## config.mk

```make
export PLATFORM = sky130hd
export DESIGN_NAME = adc_bcd_sampler
export DESIGN_NICKNAME = d
export VERILOG_FILES = /design/src/rtl/adc_seg_pkg.sv /design/src/rtl/adc_nib_rx.sv /design/src/rtl/adc_bcd_sampler.sv
export SDC_FILE = /design/constraint.sdc
export NUM_CORES = 1
export LEC_CHECK = 0
export ABC_AREA = 1
export CAP_MARGIN = 5
export CELL_PAD_IN_SITES_DETAIL_PLACEMENT = 1
export CELL_PAD_IN_SITES_GLOBAL_PLACEMENT = 1
export CORE_UTILIZATION = 43
export DETAILED_ROUTE_END_ITERATION = 7
export DONT_BUFFER_PORTS = 1
export PLACE_DENSITY_LB_ADDON = 0.1
export RECOVER_POWER = 100
export SYNTH_ARGS = -nofsm -noshare
export SYNTH_HDL_FRONTEND = slang
export SYNTH_SLANG_ARGS = --single-unit
```

## constraint.sdc

```tcl
create_clock -name clk -period 1.4 [get_ports clk]
set_input_delay 0.35 -clock clk [delete_from_list [all_inputs] [get_ports clk]]
set_output_delay 0.35 -clock clk [all_outputs]
set_load 0.01 [all_outputs]
```

## src/rtl/adc_seg_pkg.sv

```systemverilog
// Shared constants for the ADC-to-7-segment sampler: nibble width, BCD limit
// and update-mode encodings.
package adc_seg_pkg;

  localparam int         NIB_W   = 4;
  localparam logic [3:0] BCD_MAX = 4'd9;

  localparam logic MODE_PERIODIC  = 1'b0;
  localparam logic MODE_IMMEDIATE = 1'b1;

  function automatic logic is_bcd(input logic [NIB_W-1:0] value);
    return (value <= BCD_MAX);
  endfunction

endpackage

```

## src/rtl/adc_nib_rx.sv

```systemverilog
// Serial ADC nibble receiver: one bit per rising edge of the data-ready flag,
// MSB first, with idle-timeout realignment and a BCD validity check.
module adc_nib_rx
  import adc_seg_pkg::*;
#(
  parameter int IDLE_TO = 64
) (
  input  logic             clk,
  input  logic             rst_n,
  input  logic             ad_bit,
  input  logic             flag,
  output logic [NIB_W-1:0] nib,
  output logic             nib_ok,
  output logic             nib_bad
);

  localparam int           IW        = $clog2(IDLE_TO);
  localparam logic [IW-1:0] IDLE_LAST = IW'(IDLE_TO - 1);

  logic             flag_d;
  logic             bit_stb;
  logic [NIB_W-1:0] nib_sr;
  logic [1:0]       bit_idx;
  logic             nib_done;
  logic [IW-1:0]    idle_cnt;

  // A strobe arriving in the timeout cycle wins over the realignment.
  always_ff @(posedge clk or negedge rst_n) begin
    if (!rst_n) begin
      flag_d   <= 1'b0;
      bit_stb  <= 1'b0;
      nib_sr   <= '0;
      bit_idx  <= 2'd0;
      nib_done <= 1'b0;
      idle_cnt <= '0;
    end else begin
      flag_d   <= flag;
      bit_stb  <= flag & ~flag_d;
      nib_done <= 1'b0;
      if (bit_stb) begin
        nib_sr   <= {nib_sr[NIB_W-2:0], ad_bit};
        bit_idx  <= bit_idx + 2'd1;
        nib_done <= (bit_idx == 2'd3);
        idle_cnt <= '0;
      end else begin
        if (idle_cnt != IDLE_LAST) begin
          idle_cnt <= idle_cnt + IW'(1);
        end
        if ((idle_cnt == IDLE_LAST) && (bit_idx != 2'd0)) begin
          bit_idx <= 2'd0;
          nib_sr  <= '0;
        end
      end
    end
  end

  assign nib     = nib_sr;
  assign nib_ok  = nib_done &  is_bcd(nib_sr);
  assign nib_bad = nib_done & ~is_bcd(nib_sr);

endmodule

```

## src/rtl/adc_bcd_sampler.sv

```systemverilog
// ADC-to-display sampler: paces ADC conversions, collects BCD digits into a
// display shift register and publishes it periodically or per accepted digit.
module adc_bcd_sampler
  import adc_seg_pkg::*;
#(
  parameter int PERIOD_CYC = 2000000,
  parameter int CONV_DIV   = 32,
  parameter int DIGITS     = 3,
  parameter int IDLE_TO    = 64,
  parameter int ERR_W      = 8
) (
  input  logic                  clk,
  input  logic                  rst_n,
  input  logic                  ad_bit,
  input  logic                  flag,
  input  logic                  hold,
  input  logic                  mode,
  output logic                  convert,
  output logic [4*DIGITS-1:0]   num,
  output logic                  num_valid,
  output logic                  tick,
  output logic [ERR_W-1:0]      err_cnt
);

  localparam int            PW     = $clog2(PERIOD_CYC);
  localparam int            CW     = $clog2(CONV_DIV);
  localparam logic [PW-1:0] P_LAST = PW'(PERIOD_CYC - 1);
  localparam logic [CW-1:0] C_LAST = CW'(CONV_DIV - 1);

  logic [PW-1:0]       p_cnt;
  logic [CW-1:0]       c_cnt;
  logic [NIB_W-1:0]    nib;
  logic                nib_ok;
  logic                nib_bad;
  logic [4*DIGITS-1:0] disp_sr;
  logic [4*DIGITS-1:0] disp_shift;
  logic                acc_stb;
  logic                load;

  adc_nib_rx #(
    .IDLE_TO (IDLE_TO)
  ) u_nib_rx (
    .clk     (clk),
    .rst_n   (rst_n),
    .ad_bit  (ad_bit),
    .flag    (flag),
    .nib     (nib),
    .nib_ok  (nib_ok),
    .nib_bad (nib_bad)
  );

  always_ff @(posedge clk or negedge rst_n) begin
    if (!rst_n) begin
      p_cnt <= '0;
      c_cnt <= '0;
    end else begin
      p_cnt <= (p_cnt == P_LAST) ? '0 : p_cnt + PW'(1);
      c_cnt <= (c_cnt == C_LAST) ? '0 : c_cnt + CW'(1);
    end
  end

  assign tick    = (p_cnt == P_LAST);
  assign convert = (c_cnt == C_LAST);

  generate
    if (DIGITS == 1) begin : g_one_digit
      assign disp_shift = nib;
    end else begin : g_multi_digit
      assign disp_shift = {disp_sr[4*DIGITS-5:0], nib};
    end
  endgenerate

  always_ff @(posedge clk or negedge rst_n) begin
    if (!rst_n) begin
      disp_sr <= '0;
      acc_stb <= 1'b0;
      err_cnt <= '0;
    end else begin
      acc_stb <= nib_ok;
      if (nib_ok) begin
        disp_sr <= disp_shift;
      end
      if (nib_bad && (err_cnt != {ERR_W{1'b1}})) begin
        err_cnt <= err_cnt + ERR_W'(1);
      end
    end
  end

  // A tick coinciding with an accepted digit still produces a single load.
  assign load = tick | ((mode == MODE_IMMEDIATE) & acc_stb);

  always_ff @(posedge clk or negedge rst_n) begin
    if (!rst_n) begin
      num       <= '0;
      num_valid <= 1'b0;
    end else if (hold) begin
      num_valid <= 1'b0;
    end else if (load) begin
      num       <= disp_sr;
      num_valid <= 1'b1;
    end else begin
      num_valid <= 1'b0;
    end
  end

endmodule

```

-- Word-level counts from Yosys, hierarchy flattened
Cells that the tools add are included.
- reduce and logical (&&, ||, !) cells: 6
- add/sub/neg operators: 5
- bitwise gates (word level): 8
- multiplexer cells: 11
- $lt $le $gt $ge: 1
- equal/unequal tests: 6
- operators by type and width (kind ; number):
    21-bit by 1-bit adder with 21-bit output, second input constant ; 1
    21-bit == test, second input constant ; 1
    21-bit 2-to-1 mux ; 1
    6-bit 2-to-1 mux ; 2
    8-bit by 1-bit adder with 8-bit output, second input constant ; 1
    4-bit 2-to-1 mux ; 2
    8-bit != test, second input constant ; 1
    6-bit by 1-bit adder with 6-bit output, second input constant ; 1
    6-bit == test, second input constant ; 1
    6-bit != test, second input constant ; 1
    2-bit nonzero test ; 3
    5-bit by 1-bit adder with 5-bit output, second input constant ; 1
    5-bit == test, second input constant ; 1
    5-bit 2-to-1 mux ; 1
    1-bit AND ; 4
    4-bit less-or-equal comparator, second input constant ; 1
    2-bit 2-to-1 mux ; 2
    1-bit 2-to-1 mux ; 3
    1-bit inverter ; 3
    2-bit by 1-bit adder with 2-bit output, second input constant ; 1
    2-bit == test, second input constant ; 1
    1-bit logical AND ; 2
    2-bit AND reduction ; 1
    1-bit bitwise OR ; 1
- logic and storage cells: 50
- bits of input ports: 6
- register bits after elaboration: 75
- output and inout bits: 23

-- Depth between registers and ports, before layout
Gate-level depths: netlist of run 1.
- depth after elaboration: 4
- gate-level depth with buffers: 11
- depth with buffers taken out: 10

-- Cells and area by module
A second synthesis of run 1 with hierarchy kept.
- cell total of the unflattened synthesis: 430
- area total of the unflattened synthesis: 3647.2 um^2
- by module, submodules not included (module ; cells each ; times used ; sequential area each (um^2) ; area each (um^2)):
    adc_bcd_sampler ; 344 ; 1 ; 1501.4 ; 2870.3
    adc_nib_rx ; 86 ; 1 ; 375.4 ; 777.0

-- Least setup slack after synthesis of run 1
Ideal clock, no wire load.
- path kind: register to register
- from: reg p_cnt[0]
- to: reg num[10]
- stages on the path, launching flop included: 12
- period minus slack after synthesis: 1.450 ns
- arrival: 1.333 ns
- setup slack: -0.050 ns
- required time: 1.283 ns
- library setup time: 0.117 ns
- path buffers: 1
- path through: dfrtp_1 ha_1 nand2_2 inv_2 nand2_2 nor2_4 nand3_4 nand2_4 nand2_4 buf_6 nand2_1 nand2_1
- cells in the longest elaborated chain, start to end: 3
- RTL lines (element ; RTL line ; RTL):
    start, declared ; adc_bcd_sampler.sv:30 ; logic [PW-1:0] p_cnt;
    start signal, assigned ; adc_bcd_sampler.sv:57 ; p_cnt <= (p_cnt == P_LAST) ? '0 : p_cnt + PW'(1);
    21-bit == test ; adc_bcd_sampler.sv:62 ; assign tick = (p_cnt == P_LAST);
    1-bit bitwise OR ; adc_bcd_sampler.sv:90 ; assign load = tick | ((mode == MODE_IMMEDIATE) & acc_stb);
    2-bit AND reduction (no source line) ; -- ;
    end signal, assigned ; adc_bcd_sampler.sv:99 ; num <= disp_sr;
    end, declared ; adc_bcd_sampler.sv:19 ; output logic [4*DIGITS-1:0] num,
No other way between the ends.
A chain may end at the register's enable or synchronous reset.

-- Worst setup path in the final report of run 1
- from: reg p_cnt[2]
- to: out tick
- cells in the longest elaborated chain, start to end: 1
- RTL lines (element ; RTL line ; RTL):
    21-bit == test ; adc_bcd_sampler.sv:62 ;
    end, declared ; adc_bcd_sampler.sv:21 ; output logic tick,
No other way between the ends.

==> results of run 1 <==
[kinds of logic (layout without fill, tap and decap cells)]
kind of cell / after synthesis / in the layout
xor+xnor: 13 / 13
buf+inv: 58 / 135
compound gates: 41 / 41
fa+ha+maj: 7 / 7
simple gates: 224 / 225
flops: 75 / 75
[worst paths after layout]
check / startpoint / to / slack, ps
max in group asynchronous: rst_n / p_cnt[5] / 1570
setup / recovery: p_cnt[2] / tick / -390
hold reg to reg: u_nib_rx.flag_d / u_nib_rx.bit_stb / 400
min in group clk: flag / u_nib_rx.bit_stb / 90
setup reg to reg: p_cnt[2] / p_cnt[18] / -340
hold / removal: rst_n / p_cnt[11] / -330
[routing by layer]
| metal | up-vias | share of wire, % | track usage [%] |
|---|---|---|---|
| met3 | 14 | 4.1 | 4.60 |
| met5 | - | 0 | 0 |
| met4 | 0 | 1.4 | 7.29 |
| met2 | 69 | 50 | 34.0 |
| met1 | 1508 | 44 | 30.8 |
| li1 | 1478 | - | - |
[cell type report]
| class | instances | area [um2] |
|---|---|---|
| fillers | 918 | 3070 |
| flip-flops and latches | 75 | 1880 |
| repair buffers | 68 | 613 |
| clock buffers | 9 | 124 |
| clock inverters | 7 | 70.1 |
| inverters | 51 | 191 |
| well taps | 102 | 128 |
| multi-input cells | 286 | 1730 |
[Yosys cell counts (all sizes together)]
cell type and n:
clkbuf 3, dfrtp 75, nor2 57, nand4 9
nand3b 1, xnor2 6, o21a 1, ha 7
clkinv 1, o21ai 27, xor2 7, o22ai 3
nor3 4, o21bai 1, buf 4, nand3 29
a21oi 5, o211ai 1, nand2 123, a31oi 3
nor3b 1, inv 50
[timing repair]
| action | CTS | global route |
|---|---|---|
| buffers inserted | 17 | 12 |
| cloned | 2 | 1 |
| pin swaps | 17 | 24 |
| endpoints found under the hold margin | 75 | 76 |
| resized for setup | 47 | 66 |
| endpoints found under the setup margin | 33 | 63 |
[power by group]
| part | internal [W] | switching, W | total [W] |
|---|---|---|---|
| Sequential | 0.00243 | 0.000239 | 0.00267 |
| Combinational | 0.000242 | 0.000290 | 0.000533 |
| Clock | 0.000689 | 0.000942 | 0.00163 |
[flip-flops by register name, indices dropped and copies added (netlist names)]
| name | count |
|---|---|
| u_nib_rx.bit_stb | 1 |
| num | 12 |
| num_valid | 1 |
| err_cnt | 8 |
| c_cnt | 5 |
| u_nib_rx.idle_cnt | 6 |
| u_nib_rx.flag_d | 1 |
| u_nib_rx.nib_done | 1 |
| acc_stb | 1 |
| p_cnt | 21 |
| u_nib_rx.nib | 4 |
| disp_sr | 12 |
| u_nib_rx.bit_idx | 2 |
[metrics by stage]
step                      instances  utilization, %
after floorplan                 418               -
after global placement          551            49.9
after detailed placement        551            49.9
after CTS                       585            56.6
after global routing            598            60.7
final                           598            60.7
[critical path, stage by stage (launching register included)]
cell	delay, ps
dfrtp_1	430
buf_4	150
nand2_2	60
inv_2	70
nand2_2	50
nor2_1	90
nand3_1	130
inv_2	100
==> results, run 1 <==
- The kind of capture point of the worst setup path is an output port.
- The final critical-path setup slack is -393 ps.
- The number of clock sinks is 75.
- The routed wire length is around 9600 um.
- The headroom to the max-slew limit is roughly two thirds.
- The repair_antennas step left the layout with diodes totalling 0.
- The number of port buffers is 0.
- For the pin with the worst max-slew slack, the measured transition is 481 ps.
- The flow ran to the end, but the final reports show violations.
- Static timing analysis puts the maximum clock frequency at ~560 MHz.
- The first global-routing pass estimated about 15000 um of wire.
- The floorplan step defined a die boundary enclosing around 8500 um2.
- The number of hold violations in the final report came to between 70 and 80.
- The area added between synthesis and finish is 35.1%.
- The number of global-route vias before repair came to roughly 3000.
- The die width is a little over 90 um.
- The number of nets still failing antenna checks after routing is 0.
- The standard-cell row count is 32.
- The number of max-cap violations is 0.
- After detailed routing, the number of remaining DRC violations is 0.
- The tree is rooted in a clkbuf_8.
- The share of the cycle needed by the critical path after routing is 128%.
- Setup repair after global routing could not meet its margin everywhere.
- The net count of the finished layout is between 500 and 600.
- The gate count of the mapped netlist is 418.
- The worst setup path is launched from a flop.
- The total count of max-transition violations in the final report came to 0.
- The fraction of synthesized cell area taken by the top area cell type is a little over half.
- The synthesized net count is 431.
- The final reports fail on negative hold slack, negative setup slack.
- The path class of the lowest-slack min-delay path is input pin to asynchronous set/reset pin.
- Data on the critical path is required at its endpoint by about 1100 ps.
- In this run the static leakage power is between 2 and 2.5 nW.
- Entering global routing, the biggest net connects between 70 and 80 pins.
- Counting cells, the worst reg-to-reg path comes to 11.
- The depth of the CTS H-tree is 3.
- The synthesized netlist devotes approximately 6.3% of its cell area to compound gates.
- Once the floorplan was initialized, standard cells occupied between 40% and 50% of the core.
- The worst path arrival time is ~1400 ps.
- After clock tree synthesis, the clock-pin slew on the worst setup and hold paths is ~90 ps.
- The design draws 0.00483 W.
- The post-synthesis sequential element count is 75.
- The initial antenna violation count came to 0.
- The clock latency at the later pin of the worst-skew pair is 360 ps.
- Summing every instance area after synthesis gives 3510 um2.
- Setup violations remaining at the end of the flow were counted as 50.
- Summing the areas of all fa, ha and maj instances in the mapped netlist gives between 2 and 2.5% of the synthesized area.
- In the layout the commonest cells are 90 x nand2_1, 71 x dfrtp_1, 53 x buf_4.
- At the placement stage, the worst setup path has a slack of -156 ps.
- The routed length per placed instance is roughly 16 um.
- During I/O placement, the number of pins put on the boundary was 29.
- Counting I/O delays and the setup requirement, the final critical path takes about 1800 ps.
- VDD sags by at most approximately 0.57 mV.
- The overall global routing resource usage is around 22%.
- The post-route cell area is 4740 um2.
- The sequential element share of the synthesized area is a little over half.
- Each instance of the synthesized netlist takes up on average 8.39 um2.
- The final global-route overflow total is 0.
- The floorplan step set the die height to 92.3 um.
- Of the post-synthesis cell area, the part taken by muxes is 0%.
- The instance area at placement is 3900 um2.
- Leaving out fill and tap cells, the most frequent cell in the layout is nand2_1.
- The number of vias after detailed routing is roughly 3100.
- In this run the worst path has a maximum fanout of 3.
- The combinational family with the most area after synthesis is simple AND/OR/NAND/NOR gates.
- The Yosys step of the flow raised 0 warnings.
- At the end of routability-driven placement, the weighted congestion stood at around 0.84.
- Summed over all nets, the half-perimeter wirelength after detailed placement is a little under 6000 um.
- Counting the buffers created by CTS gives 9.
- The detailed-route vias per instance is about 5.1.
- Ranked by total cell area, the synthesized netlist is headed by dfrtp_1 53%, nand2_1 13%, nor2_1 5.5%.
- The power density over the cells is 1020 nW/um2.
- Hold timing on the final database bottoms out at a slack of -326 ps.
- The number of distinct standard cells referenced by the synthesized netlist is 30.
- Of the cells placed in the final design, the portion with a size suffix greater than 1 is between 30% and 40%.
- The synthesized design spends more area on one cell type than any other, namely dfrtp_1.
- Summing the areas of all and, or, nand and nor instances in the mapped netlist gives 27.8% of the synthesized area.
- TritonCTS built the clock tree.
- The region available for standard cell placement spans slightly below 8000 um2.
- For the final routed database, the setup TNS stands at -8620 ps.
- The clock tree skew after final layout is roughly 18 ps.
- The number of DRC markers in iteration 0 is about 120.
- Before antenna repair, the detailed router went through 4 iterations.
- The xor-xnor portion of the synthesized cell area is 3.25%.
- The maximum root-to-sink buffer count is 2.
- The critical path start-end classification is flop to output port.
(Power assumes the default switching activity.)
==> inputs of run 2 (changes only) <==
--- a/config.mk
+++ b/config.mk
@@ -9,6 +9,7 @@
 export CAP_MARGIN = 5
 export CELL_PAD_IN_SITES_DETAIL_PLACEMENT = 1
 export CELL_PAD_IN_SITES_GLOBAL_PLACEMENT = 1
+export CORE_MARGIN = 4
 export CORE_UTILIZATION = 43
 export DETAILED_ROUTE_END_ITERATION = 7
 export DONT_BUFFER_PORTS = 1
==> results, run 2 (synthesis results as in run 1) <==
- The flow ran to the end, but the final reports show violations.
- The clock-pin transition on the worst setup and hold timing paths is approximately 90 ps.
- The largest individual stage delay along the critical path comes from the cell dfrtp_1.
- Measured on the finished design, the core utilization comes to roughly three fifths.
- The chip height is slightly below 100 um.
- CTS built an H-tree with a depth of 3.
- Compared with the post-synthesis result, the final layout area differs by 37.6%.
- The final standard cell count with taps included and fillers excluded is 604.
- The share of the cycle needed by the critical path after routing is 129%.
- The root buffer cell chosen for the clock tree is clkbuf_8.
- The register with the most flip-flops in the layout has 21 of them.
- Row generation in the floorplan step produced 32 rows.
- For this block, the initial DRC count from the detailed router was 125.
- Across the run, the number of max-cap violations was 0.
- The wire-length estimate of the detail-placed layout is approximately 6200 um.
- Timing analysis after detailed placement gives a worst setup slack of -131 ps.
- STA classifies the critical path endpoint as an output port.
- Summed over all layers, the global routing overflow is 0.
- The final layout contains routed wiring with a total length of 10400 um.
- Once the floorplan was initialized, standard cells occupied about 45% of the core.
- The signal on the critical path passes through inv_1, nand4_1, nor2_2, nand3_2, inv_2.
- The clock tree skew after final layout is around 15 ps.
- Dividing total power by cell area gives a power density of 1080 nW/um2.
- At the later pin of the worst-skew pair, clock insertion delay measures around 360 ps.
- Adding up every negative setup slack in the final design gives -7720 ps.
- The final reports fail on negative hold slack, negative setup slack.
- The fill cell total of the finished layout is 902.
- The remaining design rule violation count is 0.
- The die is 98.3 um wide.
- Counting I/O delays and the setup requirement, the final critical path takes about 1800 ps.
- The total core area is 7850 um2.
- The setup-violating endpoint count in the final report is 32.
- In the final routed layout, each cell accounts on average for 17.2 um.
- In the layout the commonest cells are 94 x nand2_1, 73 x dfrtp_1, 58 x buf_4.
- After detailed routing, the number of vias per cell comes to a little over 5.
- The clock passes through at most 2 buffers.
- In the final layout, the share of cells above drive strength 1 is 35.1%.
- The antenna diode count is 0.
- The floorplan step defined a die boundary enclosing approximately 9700 um2.
- Buffers inserted during clock tree synthesis total 9.
- The placer congestion estimate is a little under 0.9.
- During placement, the flow inserted port buffers numbering 0.
- Setup repair after global routing could not meet its margin everywhere.
- The fmax is ~550 MHz.
- The wire length of the first global-routing pass is ~16000 um.
- The area used by multi-input combinational logic is around 1700 um2.
- After detailed placement, the design holds a cell count of ~560.
- The number of nets still failing antenna checks after routing is 0.
- The iteration count of the initial detailed-routing pass is 4.
- The peak ir drop on the vdd network is between 0.6 and 0.7 mV.
- The most common cell after layout, fill and taps aside is nand2_1.
- The headroom to the max-slew limit is around two thirds.
- In the final layout, the registers with the most flip-flops are p_cnt: 21 flops, disp_sr: 12 flops, num: 12 flops.
- The worst setup path is launched from a flop.
- The clock tree from TritonCTS is yes.
- Of all nets on the critical path, the largest fanout is 3.
- Setup slack on the worst reg-to-reg path comes out at -320 ps.
- The top register by number of flip-flops is p_cnt.
- The total count of max-transition violations in the final report is 0.
- After layout, the worst setup slack is -408 ps.
- The sequential cell area is approximately 1900 um2.
- For this design the static power due to leakage is 2.26 nW.
- The path class of the lowest-slack min-delay path is input pin to asynchronous set/reset pin.
- At the end of the flow, the number of nets in the layout was 510.
- The required time of the critical path is ~1100 ps.
- The number of primary I/O pins is 29.
- The initial antenna violation count is 0.
- The number of vias after detailed routing is between 3000 and 4000.
- The number of global-route vias before repair is around 3400.
- The largest net degree at the start of global routing is between 70 and 80.
- The worst path arrival time is ~1500 ps.
- Final hold analysis gives a worst-case slack of -321 ps.
- On the worst path, the slowest cell contributes a delay of approximately 400 ps.
- The critical path in this run is classified as flop to output port.
- At the pin with the least slew margin, the transition time is 489 ps.
- For this design, the sink count on the clock tree is 75.
- Global routing consumed, over all layers together, 20.8% of the routing resources.
- The number of hold violations in the final report was between 70 and 80.
## run 2: cell types whose count changed in the layout (fill, tap and decap cells not counted), moves of 4 or more
cell and change:
nand2_2 -6, buf_4 +5, nand3_2 +8, nand3_1 -6, nand2_1 +4
## run 2: critical path: cells and delay by family (launching register included)
| kind | cells | cell delay (ps) |
|---|---|---|
| flip-flops | 1 | 410 |
| AND/OR/NAND/NOR | 3 | 480 |
| buffers and inverters | 2 | 210 |
## run 2: layout make-up
type                       instances  area share (%)
timing repair buffer              74            13.6
clock inverter                     7            2.23
inverter                          51            3.97
multi-input combinational        286            36.1
clock buffer                       9            2.57
tap                              102            2.64
sequential                        75            38.9
## run 2: routing by layer
| metal | vias to the layer above | track usage [%] | routed length (um) |
|---|---|---|---|
| met4 | 0 | 7.46 | 240 |
| met2 | 65 | 34.8 | 5370 |
| met1 | 1563 | 26.3 | 4380 |
| met3 | 25 | 4.64 | 422 |
| li1 | 1484 | - | - |
| met5 | - | 0 | 0 |
## run 2: report_power, final
group	switching, W	internal [W]	total [W]
Clock	0.000931	0.00104	0.00197
Sequential	0.000262	0.00243	0.00269
Combinational	0.000296	0.000251	0.000547
## run 2: timing repair
action | 4_1_cts | 5_1_grt
buffers inserted | 46 | 16
setup endpoints to repair | 38 | 62
gates cloned | 2 | 1
resized for setup | 53 | 58
pin swaps | 23 | 28
hold endpoints to repair | 75 | 75
## run 2: final timing paths
kind | cells past startpoint | startpoint | to
min in group clk | 0 | flag | u_nib_rx.flag_d
worst min register to register | 1 | u_nib_rx.flag_d | u_nib_rx.bit_stb
worst max register to register | 11 | p_cnt[1] | p_cnt[8]
max in group asynchronous | 0 | rst_n | err_cnt[0]
worst min-delay path | 0 | rst_n | p_cnt[10]
worst max-delay path | 5 | p_cnt[8] | tick
## run 2: stage by stage
step,total power [W],area [um2]
after floorplan,0.00294,3520
after global placement,0.00307,3940
after detailed placement,0.00312,3940
after CTS,0.00512,4510
after global routing,0.00546,4830
final,0.00520,4830
